[config.mk]
export PLATFORM = sky130hd
export DESIGN_NAME = wb_gain_stage
export DESIGN_NICKNAME = d
export VERILOG_FILES = /design/src/rtl/isp_pkg.sv /design/src/rtl/wb_mul_sat.sv /design/src/rtl/wb_gain_stage.sv
export SDC_FILE = /design/constraint.sdc
export NUM_CORES = 1
export LEC_CHECK = 0
export ABC_AREA = 1
export CORE_MARGIN = 2
export CORE_UTILIZATION = 61
export DETAILED_ROUTE_END_ITERATION = 16
export PLACE_DENSITY = 0.81
export SKIP_CTS_REPAIR_TIMING = 1
export SLEW_MARGIN = 20
export SYNTH_ARGS = -nofsm -noshare
export SYNTH_HDL_FRONTEND = slang
export SYNTH_SLANG_ARGS = --single-unit
[constraint.sdc]
create_clock -name clk -period 5.8 [get_ports clk]
set_clock_uncertainty 0.1 [all_clocks]
set_input_delay 1.16 -clock clk [delete_from_list [all_inputs] [get_ports clk]]
set_output_delay 1.16 -clock clk [all_outputs]
set_load 0.03 [all_outputs]
[src/rtl/isp_pkg.sv]
// Shared ISP definitions: colour tags, gain helpers and rounding used by the pixel stages.
package isp_pkg;

    localparam int unsigned RED   = 0;
    localparam int unsigned GREEN = 1;
    localparam int unsigned BLUE  = 2;

    // Widest intermediate any stage feeds through the rounding helpers.
    localparam int unsigned MATH_W = 64;

    // Fixed-point representation of a gain of exactly 1.0.
    function automatic logic [31:0] gain_unity(input int unsigned frac_w);
        return 32'(1) << frac_w;
    endfunction

    // Round-half-up and drop frac_w fractional bits (frac_w must be at least 1).
    function automatic logic [MATH_W-1:0] round_shift(input logic [MATH_W-1:0] prod,
                                                      input int unsigned       frac_w);
        return (prod + (MATH_W'(1) << (frac_w - 1))) >> frac_w;
    endfunction

    // Round, then clip to the largest data_w-bit value.
    function automatic logic [MATH_W-1:0] sat_round(input logic [MATH_W-1:0] prod,
                                                    input int unsigned       frac_w,
                                                    input int unsigned       data_w);
        logic [MATH_W-1:0] r;
        logic [MATH_W-1:0] lim;
        r   = round_shift(prod, frac_w);
        lim = (MATH_W'(1) << data_w) - MATH_W'(1);
        return (r > lim) ? lim : r;
    endfunction

endpackage

[src/rtl/wb_mul_sat.sv]
// Combinational pixel x gain multiply with round-half-up and clip to the pixel range.
module wb_mul_sat
    import isp_pkg::*;
#(
    parameter int unsigned DATA_W = 8,
    parameter int unsigned GAIN_W = 16,
    parameter int unsigned FRAC_W = 8
) (
    input  logic [DATA_W-1:0] value,
    input  logic [GAIN_W-1:0] gain,
    output logic [DATA_W-1:0] res_c,
    output logic              sat_c
);

    localparam int unsigned PROD_W = DATA_W + GAIN_W;

    logic [PROD_W-1:0] prod;
    logic [MATH_W-1:0] rnd;

    // Full-width product, rounded, then compared against the all-ones pixel.
    always_comb begin
        prod  = PROD_W'(value) * PROD_W'(gain);
        rnd   = round_shift(MATH_W'(prod), FRAC_W);
        sat_c = (rnd > MATH_W'({DATA_W{1'b1}}));
        res_c = sat_c ? {DATA_W{1'b1}} : rnd[DATA_W-1:0];
    end

endmodule

[src/rtl/wb_gain_stage.sv]
// White-balance gain stage: per-channel gains, two-stage elastic pipeline,
// frame-aligned gain commit and per-frame saturated-pixel count.
module wb_gain_stage
    import isp_pkg::*;
#(
    parameter int unsigned DATA_W = 8,
    parameter int unsigned GAIN_W = 16,
    parameter int unsigned FRAC_W = 8,
    parameter int unsigned N_CH   = 3,
    parameter int unsigned CH_W   = 2,
    parameter int unsigned CNT_W  = 20
) (
    input  logic              clk,
    input  logic              rst_n,
    input  logic              in_valid,
    output logic              in_ready,
    input  logic [CH_W-1:0]   in_color,
    input  logic [DATA_W-1:0] in_value,
    input  logic              in_last,
    input  logic              bypass,
    input  logic              gain_we,
    input  logic [CH_W-1:0]   gain_ch,
    input  logic [GAIN_W-1:0] gain_wdata,
    input  logic              gain_commit,
    output logic              out_valid,
    input  logic              out_ready,
    output logic [CH_W-1:0]   out_color,
    output logic [DATA_W-1:0] out_value,
    output logic              out_last,
    output logic [CNT_W-1:0]  sat_frame
);

    localparam logic [GAIN_W-1:0] UNITY   = GAIN_W'(gain_unity(FRAC_W));
    localparam logic [CNT_W-1:0]  CNT_MAX = {CNT_W{1'b1}};

    typedef enum logic [1:0] {
        ST_IDLE,
        ST_FRAME,
        ST_FRAME_PEND
    } commit_state_t;

    commit_state_t     state, state_nxt;
    logic              in_frame, pend_eff, copy, frame_nxt, pend_nxt;
    logic              rdy, adv, xfer_in;
    logic [GAIN_W-1:0] shadow     [N_CH];
    logic [GAIN_W-1:0] shadow_nxt [N_CH];
    logic [GAIN_W-1:0] active     [N_CH];
    logic [GAIN_W-1:0] sel_gain;
    logic              sel_known;

    logic              s1_valid, s1_last, s1_pass;
    logic [CH_W-1:0]   s1_color;
    logic [DATA_W-1:0] s1_value;
    logic [GAIN_W-1:0] s1_gain;
    logic [DATA_W-1:0] mul_res;
    logic              mul_sat;
    logic              out_sat;
    logic [CNT_W-1:0]  sat_cnt;

    assign adv      = ~out_valid | out_ready;
    assign in_ready = rdy & adv;
    assign xfer_in  = in_valid & in_ready;

    // Active gain for the incoming tag; unknown tags are flagged for pass-through.
    always_comb begin
        sel_gain  = UNITY;
        sel_known = 1'b0;
        for (int unsigned i = 0; i < N_CH; i++) begin
            if (in_color == CH_W'(i)) begin
                sel_gain  = active[i];
                sel_known = 1'b1;
            end
        end
    end

    // Shadow bank after this cycle's write; out-of-range channels never match.
    always_comb begin
        for (int unsigned i = 0; i < N_CH; i++) begin
            shadow_nxt[i] = (gain_we && gain_ch == CH_W'(i)) ? gain_wdata : shadow[i];
        end
    end

    // Commit FSM: tracks frame position and a pending commit, fires the bank copy.
    always_comb begin
        state_nxt = state;
        in_frame  = (state != ST_IDLE);
        pend_eff  = (state == ST_FRAME_PEND) | gain_commit;
        copy      = pend_eff & ((~in_frame & ~xfer_in) | (xfer_in & in_last));
        frame_nxt = xfer_in ? ~in_last : in_frame;
        pend_nxt  = pend_eff & ~copy;
        if (!frame_nxt) begin
            state_nxt = ST_IDLE;
        end else if (pend_nxt) begin
            state_nxt = ST_FRAME_PEND;
        end else begin
            state_nxt = ST_FRAME;
        end
    end

    // Commit FSM state register.
    always_ff @(posedge clk or negedge rst_n) begin
        if (!rst_n) state <= ST_IDLE;
        else        state <= state_nxt;
    end

    // Gain banks: shadow follows writes, active copies shadow on a commit.
    always_ff @(posedge clk or negedge rst_n) begin
        if (!rst_n) begin
            for (int unsigned i = 0; i < N_CH; i++) begin
                shadow[i] <= UNITY;
                active[i] <= UNITY;
            end
        end else begin
            for (int unsigned i = 0; i < N_CH; i++) begin
                shadow[i] <= shadow_nxt[i];
                if (copy) active[i] <= shadow_nxt[i];
            end
        end
    end

    // Holds in_ready low until the first edge after reset release.
    always_ff @(posedge clk or negedge rst_n) begin
        if (!rst_n) rdy <= 1'b0;
        else        rdy <= 1'b1;
    end

    // S1: capture pixel, tag, last and the gain it will be multiplied by.
    always_ff @(posedge clk or negedge rst_n) begin
        if (!rst_n) begin
            s1_valid <= 1'b0;
            s1_last  <= 1'b0;
            s1_pass  <= 1'b0;
            s1_color <= '0;
            s1_value <= '0;
            s1_gain  <= '0;
        end else if (adv) begin
            s1_valid <= xfer_in;
            s1_last  <= in_last;
            s1_pass  <= bypass | ~sel_known;
            s1_color <= in_color;
            s1_value <= in_value;
            s1_gain  <= sel_gain;
        end
    end

    wb_mul_sat #(
        .DATA_W (DATA_W),
        .GAIN_W (GAIN_W),
        .FRAC_W (FRAC_W)
    ) u_mul (
        .value (s1_value),
        .gain  (s1_gain),
        .res_c (mul_res),
        .sat_c (mul_sat)
    );

    // S2: register the gained (or passed-through) result.
    always_ff @(posedge clk or negedge rst_n) begin
        if (!rst_n) begin
            out_valid <= 1'b0;
            out_last  <= 1'b0;
            out_color <= '0;
            out_value <= '0;
            out_sat   <= 1'b0;
        end else if (adv) begin
            out_valid <= s1_valid;
            out_last  <= s1_last;
            out_color <= s1_color;
            out_value <= s1_pass ? s1_value : mul_res;
            out_sat   <= s1_pass ? 1'b0 : mul_sat;
        end
    end

    // Saturated-pixel counter, published and cleared when a frame's last pixel leaves.
    always_ff @(posedge clk or negedge rst_n) begin
        if (!rst_n) begin
            sat_cnt   <= '0;
            sat_frame <= '0;
        end else if (out_valid && out_ready) begin
            if (out_last) begin
                sat_frame <= (out_sat && sat_cnt != CNT_MAX) ? sat_cnt + CNT_W'(1) : sat_cnt;
                sat_cnt   <= '0;
            end else if (out_sat && sat_cnt != CNT_MAX) begin
                sat_cnt <= sat_cnt + CNT_W'(1);
            end
        end
    end

endmodule

Yosys cells after proc, flatten, opt, wreduce, memory -nomap -nowiden
Index checks and enable logic that the tools add are counted.
Operators by class
  bitwise gates (word level): 16
  equality and inequality tests: 6
  add/subtract/negate cells: 2
  $lt $le $gt $ge: 1
  multiply operators: 1
  multiplexer cells: 17
  reduce and logical (&&, ||, !) cells: 9
Operator list (number)
  16-bit two-way mux: 6
  56-bit by 8-bit greater-than comparator with 1-bit output (second input constant): 1
  20-bit two-way mux: 2
  24-bit by 8-bit adder with 25-bit output (second input constant): 1
  8-bit by 16-bit multiplier with 24-bit output: 1
  20-bit by 1-bit adder with 20-bit output (second input constant): 1
  20-bit inequality test (second input constant): 1
  8-bit two-way mux: 2
  1-bit bitwise AND: 6
  2-bit == test (second input constant): 3
  1-bit inverter: 6
  1-bit logical AND: 5
  1-bit two-way mux: 5
  2-bit by 1-bit == test with 1-bit output (second input constant): 2
  2-bit logical NOT: 2
  2-bit two-way mux: 2
  1-bit OR: 4
  2-bit AND reduction: 1
  2-bit nonzero test: 1
Word-level totals
  register bits after elaboration: 181
  output and inout port bits: 33
  input port bits: 36

Longest topological paths before layout
  word-level depth: 12
  depth in mapped cells: 29

Hierarchy
A second synthesis with hierarchy kept.
Second synthesis, totals
  cell total of the unflattened synthesis: 1685
  area total of the unflattened synthesis: 12817.3 um^2
Modules (own cells, without submodules)
  wb_gain_stage: area each 7820.0 um^2, seq. area each 4536.9 um^2, times used 1, cells an instance 929
  wb_mul_sat: area each 4997.3 um^2, seq. area each 0.0 um^2, times used 1, cells an instance 756

Least setup slack after synthesis
No wires, ideal clock.
  path type: reg-to-reg
  from: reg s1_value[4]
  to: reg out_value[0]
  buffers on the path: 2
  setup slack: 1046 ps
  arrival: 4537 ps
  stages on the path, launching flop included: 28
  cell sequence: dfrtp_1 > clkbuf_1 > clkbuf_1 > nand2_1 > fa_1 > inv_1 > fa_1 > fa_1 > inv_1 > fa_1 > inv_1 > ha_1 > nand2_1 > inv_2 > nand2_1 > inv_1 > nand2_1 > nand2_1 > nand2_1 > nand3_1 > nand2_1 > nand3_1 > nor2_1 > nand2_1 > nor2_4 > nand3_1 > nand2_1 > nand2_1
Between the ends
  cells in the longest elaborated chain, start to end: 5
Ends and longest elaborated chain
  from (decl): RTL line wb_gain_stage.sv:53  | logic [DATA_W-1:0] s1_value;
  from (signal assigned): RTL line wb_gain_stage.sv:141  | s1_value <= in_value;
  8-bit by 16-bit multiplier with 24-bit output *: RTL line wb_mul_sat.sv:22  | prod = PROD_W'(value) * PROD_W'(gain);
  24-bit by 8-bit adder with 25-bit output *: RTL line isp_pkg.sv:19  | return (prod + (MATH_W'(1) << (frac_w - 1))) >> frac_w;
  56-bit by 8-bit greater-than comparator with 1-bit output: RTL line wb_mul_sat.sv:24  | sat_c = (rnd > MATH_W'({DATA_W{1'b1}}));
  8-bit two-way mux *: RTL line wb_mul_sat.sv:25  | res_c = sat_c ? {DATA_W{1'b1}} : rnd[DATA_W-1:0];
  8-bit two-way mux *: RTL line wb_gain_stage.sv:169  | out_value <= s1_pass ? s1_value : mul_res;
  to (signal assigned): RTL line wb_gain_stage.sv:169
  to (decl): RTL line wb_gain_stage.sv:28  | output logic [DATA_W-1:0] out_value,
Every way passes the cells marked *; elsewhere a longest branch is shown, timed or not.
A chain may end at the register's enable or synchronous reset.

Worst setup path after layout
  from: reg s1_value[6]
  to: reg out_sat
Between the ends
  cells in the longest elaborated chain, start to end: 4
Ends and longest elaborated chain
  8-bit by 16-bit multiplier with 24-bit output: RTL line wb_mul_sat.sv:22
  24-bit by 8-bit adder with 25-bit output: RTL line isp_pkg.sv:19
  56-bit by 8-bit greater-than comparator with 1-bit output: RTL line wb_mul_sat.sv:24
  1-bit two-way mux: RTL line wb_gain_stage.sv:170  | out_sat <= s1_pass ? 1'b0 : mul_sat;
  to (signal assigned): RTL line wb_gain_stage.sv:170
  to (decl): RTL line wb_gain_stage.sv:57  | logic out_sat;
No other way between the ends.

==> run summary <==
Global routing used 27.7% of the available tracks across all layers. For this block, the routed nets add up to 27600 um of wire. For this run, design rule violations remaining after detail routing come to 0. For the floorplan die area, the log shows 0.0214 sq mm.

Setup repair after global routing left no endpoint under its margin. The largest single stage delay on the critical path is 840 ps. The master of the slowest instance on the critical path was sky130_fd_sc_hd__dfrtp_1. Cells with a size suffix above 1 make up 6.01% of the layout. The share of the synthesized area in the top cell type was 35.4%. For the pin with the worst max-slew slack, the measured transition is 1050 ps. In the routed layout, each cell is associated on average with a via count of 5.33. Async set-reset flop share out of synthesis: 100%. Routability-driven placement finished with a final weighted congestion of 0.908. The logs give 440 ps for the clock network latency to the later pin of the worst-skew pair and 0 for the count of antenna diodes in the layout. For the number of detailed-route iterations in the first pass, the log shows 6. In this run, the number of DRC markers left after iteration 0 of detailed routing was 680.

Synthesis produced a netlist with a net count of 1732. Along the worst path, the maximum fanout reaches 18. The clock drives 181 sinks.

The via count was 9950. The worst hold path terminates at out_valid. Number of warnings printed during yosys synthesis: 0. The logs give 5520 ps for the arrival time at the worst endpoint and 0.0124 sq mm for the cell area after synthesis. The overall power of the completed layout is 7480 uW. Number of buffers created by CTS: 17. The area growth from synthesis to layout is 11.6%. The worst path uses 91.4% of the clock period. The run gives 68.9% as the fraction of the core area covered by cells at the end of the flow. A synthesized cell averages 7.96 sq um. The cell count of the worst hold path is 2, and the final hold violation count is 0. TritonCTS built the clock tree. The critical path is of the flip-flop to flip-flop type.

In this run, distinct cell masters in the synthesized netlist total 42. The net count of the finished layout is 1761. Clock-pin slew was measured on the worst setup and hold paths at 70 ps. The final period demand of the worst path came out at 5300 ps. Entering global routing, the biggest net connects 102 pins. The remaining antenna violation count was 0. The library cells used most frequently in the layout, excluding fill and tap cells, are 429 x sky130_fd_sc_hd__nand2_1, 336 x sky130_fd_sc_hd__inv_1, 175 x sky130_fd_sc_hd__dfrtp_1, 133 x sky130_fd_sc_hd__o21ai_0, 83 x sky130_fd_sc_hd__fa_1. The vertical die dimension was 146 um; the count of buffer and inverter cells on the critical path was 5. The worst pin sits at a relative slew slack of 30.1%. The startpoint identified for the worst hold timing path is s1_valid. Data on the critical path is required at its endpoint by 6010 ps. The top flip-flop cell by instance count after synthesis was sky130_fd_sc_hd__dfrtp_1.

For the final routed database, the setup TNS stands at 0 ps. The startpoint identified for the worst register-to-register timing path is s1_value[6]. The clock passes through at most 2 buffers. Hold is met by 378 ps. The reported max-cap violation count was 0; the horizontal die dimension was 146 um.

I/O pin count: 69. The element type at the critical path end was a flip-flop. IR analysis of the VDD net gives a maximum drop of 324 uV. Detailed placement finished with a half-perimeter wire length of 20300 um.

After global routing the overflow that remains totals 0. The H-tree generated during clock tree synthesis spans 4 levels. The biggest area contributor in the post-synthesis netlist is sky130_fd_sc_hd__dfrtp_1. The number of standard cells after synthesis was 1555; the filler cell count was 1641.

Sequential cells were found to cover 36.7% of the synthesized design area. The flow ran to the end, and the final reports show no timing, DRC or antenna violations. First-pass GRT wire length: 48400 um. The tools report the number of antenna violations at the first check in global routing as 0.

Setup violations remaining at the end of the flow were counted as 0. Sorting the synthesized cells by area gives the leading types as sky130_fd_sc_hd__dfrtp_1 35%, sky130_fd_sc_hd__fa_1 13%, sky130_fd_sc_hd__nand2_1 13%. Dividing total power by cell area gives a power density of 542 mW/mm^2.

The post-synthesis sequential element count is 181. The worst setup path is launched from a flip-flop. Yosys mapped a number of flops with a built-in enable equal to 0. The total area inside the core boundary comes to 0.0200 sq mm. The combined flip-flop and latch cell area is 0.00454 sq mm, and the number of global-route vias before repair is 10100. The tightest min-delay check is of the flip-flop to flip-flop type. The tools report the number of placement rows as 52. In this run the clock root is driven by a sky130_fd_sc_hd__clkbuf_16. The run gives 0 as the number of pins with negative max-slew slack in the final report.

The leakage dissipation was 0.00754 uW. Most common library cell in the layout ignoring fill and taps: sky130_fd_sc_hd__nand2_1. The cell seen most often among critical-path stages was sky130_fd_sc_hd__nand2_1.

The effective utilization at floorplan was 61.8%; the length in cells of the worst reg-to-reg path was 25. The maximum operating frequency is 189 MHz, and the area occupied by multi-input gates is 0.00629 sq mm. In this run the critical register-to-register path is captured at out_sat.

The final routed wire length divided by cell count was 14.8 um. The tools report the flop-to-flop setup slack as 500 ps. In this design, the largest share of critical-path delay is due to adder cells. Input and output buffers added on the ports amount to 68.
power breakdown:
| group | leakage, uW | switching, uW | total, uW | internal [uW] |
|---|---|---|---|---|
| Combinational | 0.00496 | 2830 | 4410 | 1590 |
| Clock | 0.000295 | 567 | 1150 | 584 |
| Sequential | 0.00229 | 301 | 1920 | 1620 |
flip-flops by register name, summed over array words and instances, names as in the netlist, 2 cells and up:
name	flops
active	48
out_color	2
out_value	8
s1_color	2
s1_gain	16
s1_value	8
sat_cnt	20
sat_frame	20
shadow	48
state	2
through the flow:
stage,instances,worst slack (ps),cell area [sq um]
2_1_floorplan,1555,1050,12400
3_3_place_gp,1835,676,13200
3_5_place_dp,1835,611,13200
4_1_cts,1867,592,13800
5_1_grt,1867,75.6,13800
6_report,1867,496,13800
layer usage:
metal,share of wire [%],track usage (%),routed length (um),vias up
li1,-,-,-,4789
met1,43,38.9,11900,4782
met2,49,45.5,13500,339
met3,6.4,3.78,1780,40
met4,1.5,8.16,428,0
met5,0,0,0,-
cell usage after synthesis (2+ instances only):
library cell / n
sky130_fd_sc_hd__xnor2_1: 2
sky130_fd_sc_hd__nor2_4: 4
sky130_fd_sc_hd__and2_1: 2
sky130_fd_sc_hd__nor3_2: 3
sky130_fd_sc_hd__buf_4: 3
sky130_fd_sc_hd__o21ai_1: 16
sky130_fd_sc_hd__xor2_1: 19
sky130_fd_sc_hd__clkbuf_1: 60
sky130_fd_sc_hd__nor4_1: 2
sky130_fd_sc_hd__inv_1: 336
sky130_fd_sc_hd__nand3_2: 2
sky130_fd_sc_hd__nand2_2: 6
sky130_fd_sc_hd__a21oi_1: 42
sky130_fd_sc_hd__dfrtp_1: 175
sky130_fd_sc_hd__o21bai_1: 3
sky130_fd_sc_hd__nor2_2: 4
sky130_fd_sc_hd__nor3_1: 10
sky130_fd_sc_hd__nand2_1: 430
sky130_fd_sc_hd__mux2_2: 17
sky130_fd_sc_hd__inv_2: 6
sky130_fd_sc_hd__a21boi_0: 2
sky130_fd_sc_hd__fa_1: 83
sky130_fd_sc_hd__o21ai_0: 133
sky130_fd_sc_hd__ha_1: 58
sky130_fd_sc_hd__buf_2: 2
sky130_fd_sc_hd__dfstp_2: 6
sky130_fd_sc_hd__o22ai_1: 28
sky130_fd_sc_hd__nand3_1: 34
sky130_fd_sc_hd__nand4_1: 13
sky130_fd_sc_hd__clkinv_1: 3
sky130_fd_sc_hd__nor2_1: 40
cell families after synthesis:
group | after synthesis | share of synthesized area [%]
multiplexers | 17 | 1.55
XOR/XNOR | 21 | 1.49
other | 1 | 0.0303
flip-flops | 181 | 36.7
AND/OR/NAND/NOR | 556 | 18.7
buffers and inverters | 411 | 12.6
AO/OA/AOI/OAI | 227 | 9.64
adder cells (fa/ha/maj) | 141 | 19.3
area by class of cell:
cell class | instances | area share, %
Multi-Input combinational cell | 963 | 45.6
Sequential cell | 181 | 32.9
Inverter | 345 | 9.38
Timing Repair Buffer | 76 | 5.37
Clock buffer | 17 | 3.08
Tap cell | 270 | 2.45
Clock inverter | 15 | 1.31
worst max path at each step:
stage	startpoint	endpoint	slack, ps	cells past startpoint
floorplan	s1_value[4]	out_value[0]	1050	27
global placement	s1_value[7]	out_sat	680	22
detailed placement	s1_value[6]	out_sat	610	25
CTS	s1_value[6]	out_sat	590	25
global route	s1_value[7]	out_value[4]	80	23
finish	s1_value[6]	out_sat	500	25
worst register-to-register path, stage by stage, from the launching register on:
cell and delay, ps:
sky130_fd_sc_hd__dfrtp_1 840, sky130_fd_sc_hd__nand2_1 110, sky130_fd_sc_hd__inv_1 130, sky130_fd_sc_hd__fa_1 460
sky130_fd_sc_hd__fa_1 520, sky130_fd_sc_hd__fa_1 560, sky130_fd_sc_hd__inv_1 60, sky130_fd_sc_hd__fa_1 520
sky130_fd_sc_hd__inv_1 40, sky130_fd_sc_hd__ha_1 350, sky130_fd_sc_hd__nand2_1 170, sky130_fd_sc_hd__inv_1 60
sky130_fd_sc_hd__nand2_1 60, sky130_fd_sc_hd__nand2_1 60, sky130_fd_sc_hd__inv_1 60, sky130_fd_sc_hd__nand2_1 70
sky130_fd_sc_hd__nand2_1 130, sky130_fd_sc_hd__nand2_1 80, sky130_fd_sc_hd__nand2_1 60, sky130_fd_sc_hd__nand2_1 60
sky130_fd_sc_hd__nor2_1 120, sky130_fd_sc_hd__nand2_1 100, sky130_fd_sc_hd__nor2_4 210, sky130_fd_sc_hd__nand2_1 100
sky130_fd_sc_hd__nand3_1 90, sky130_fd_sc_hd__nand2_1 80
(Power assumes the default switching activity.)
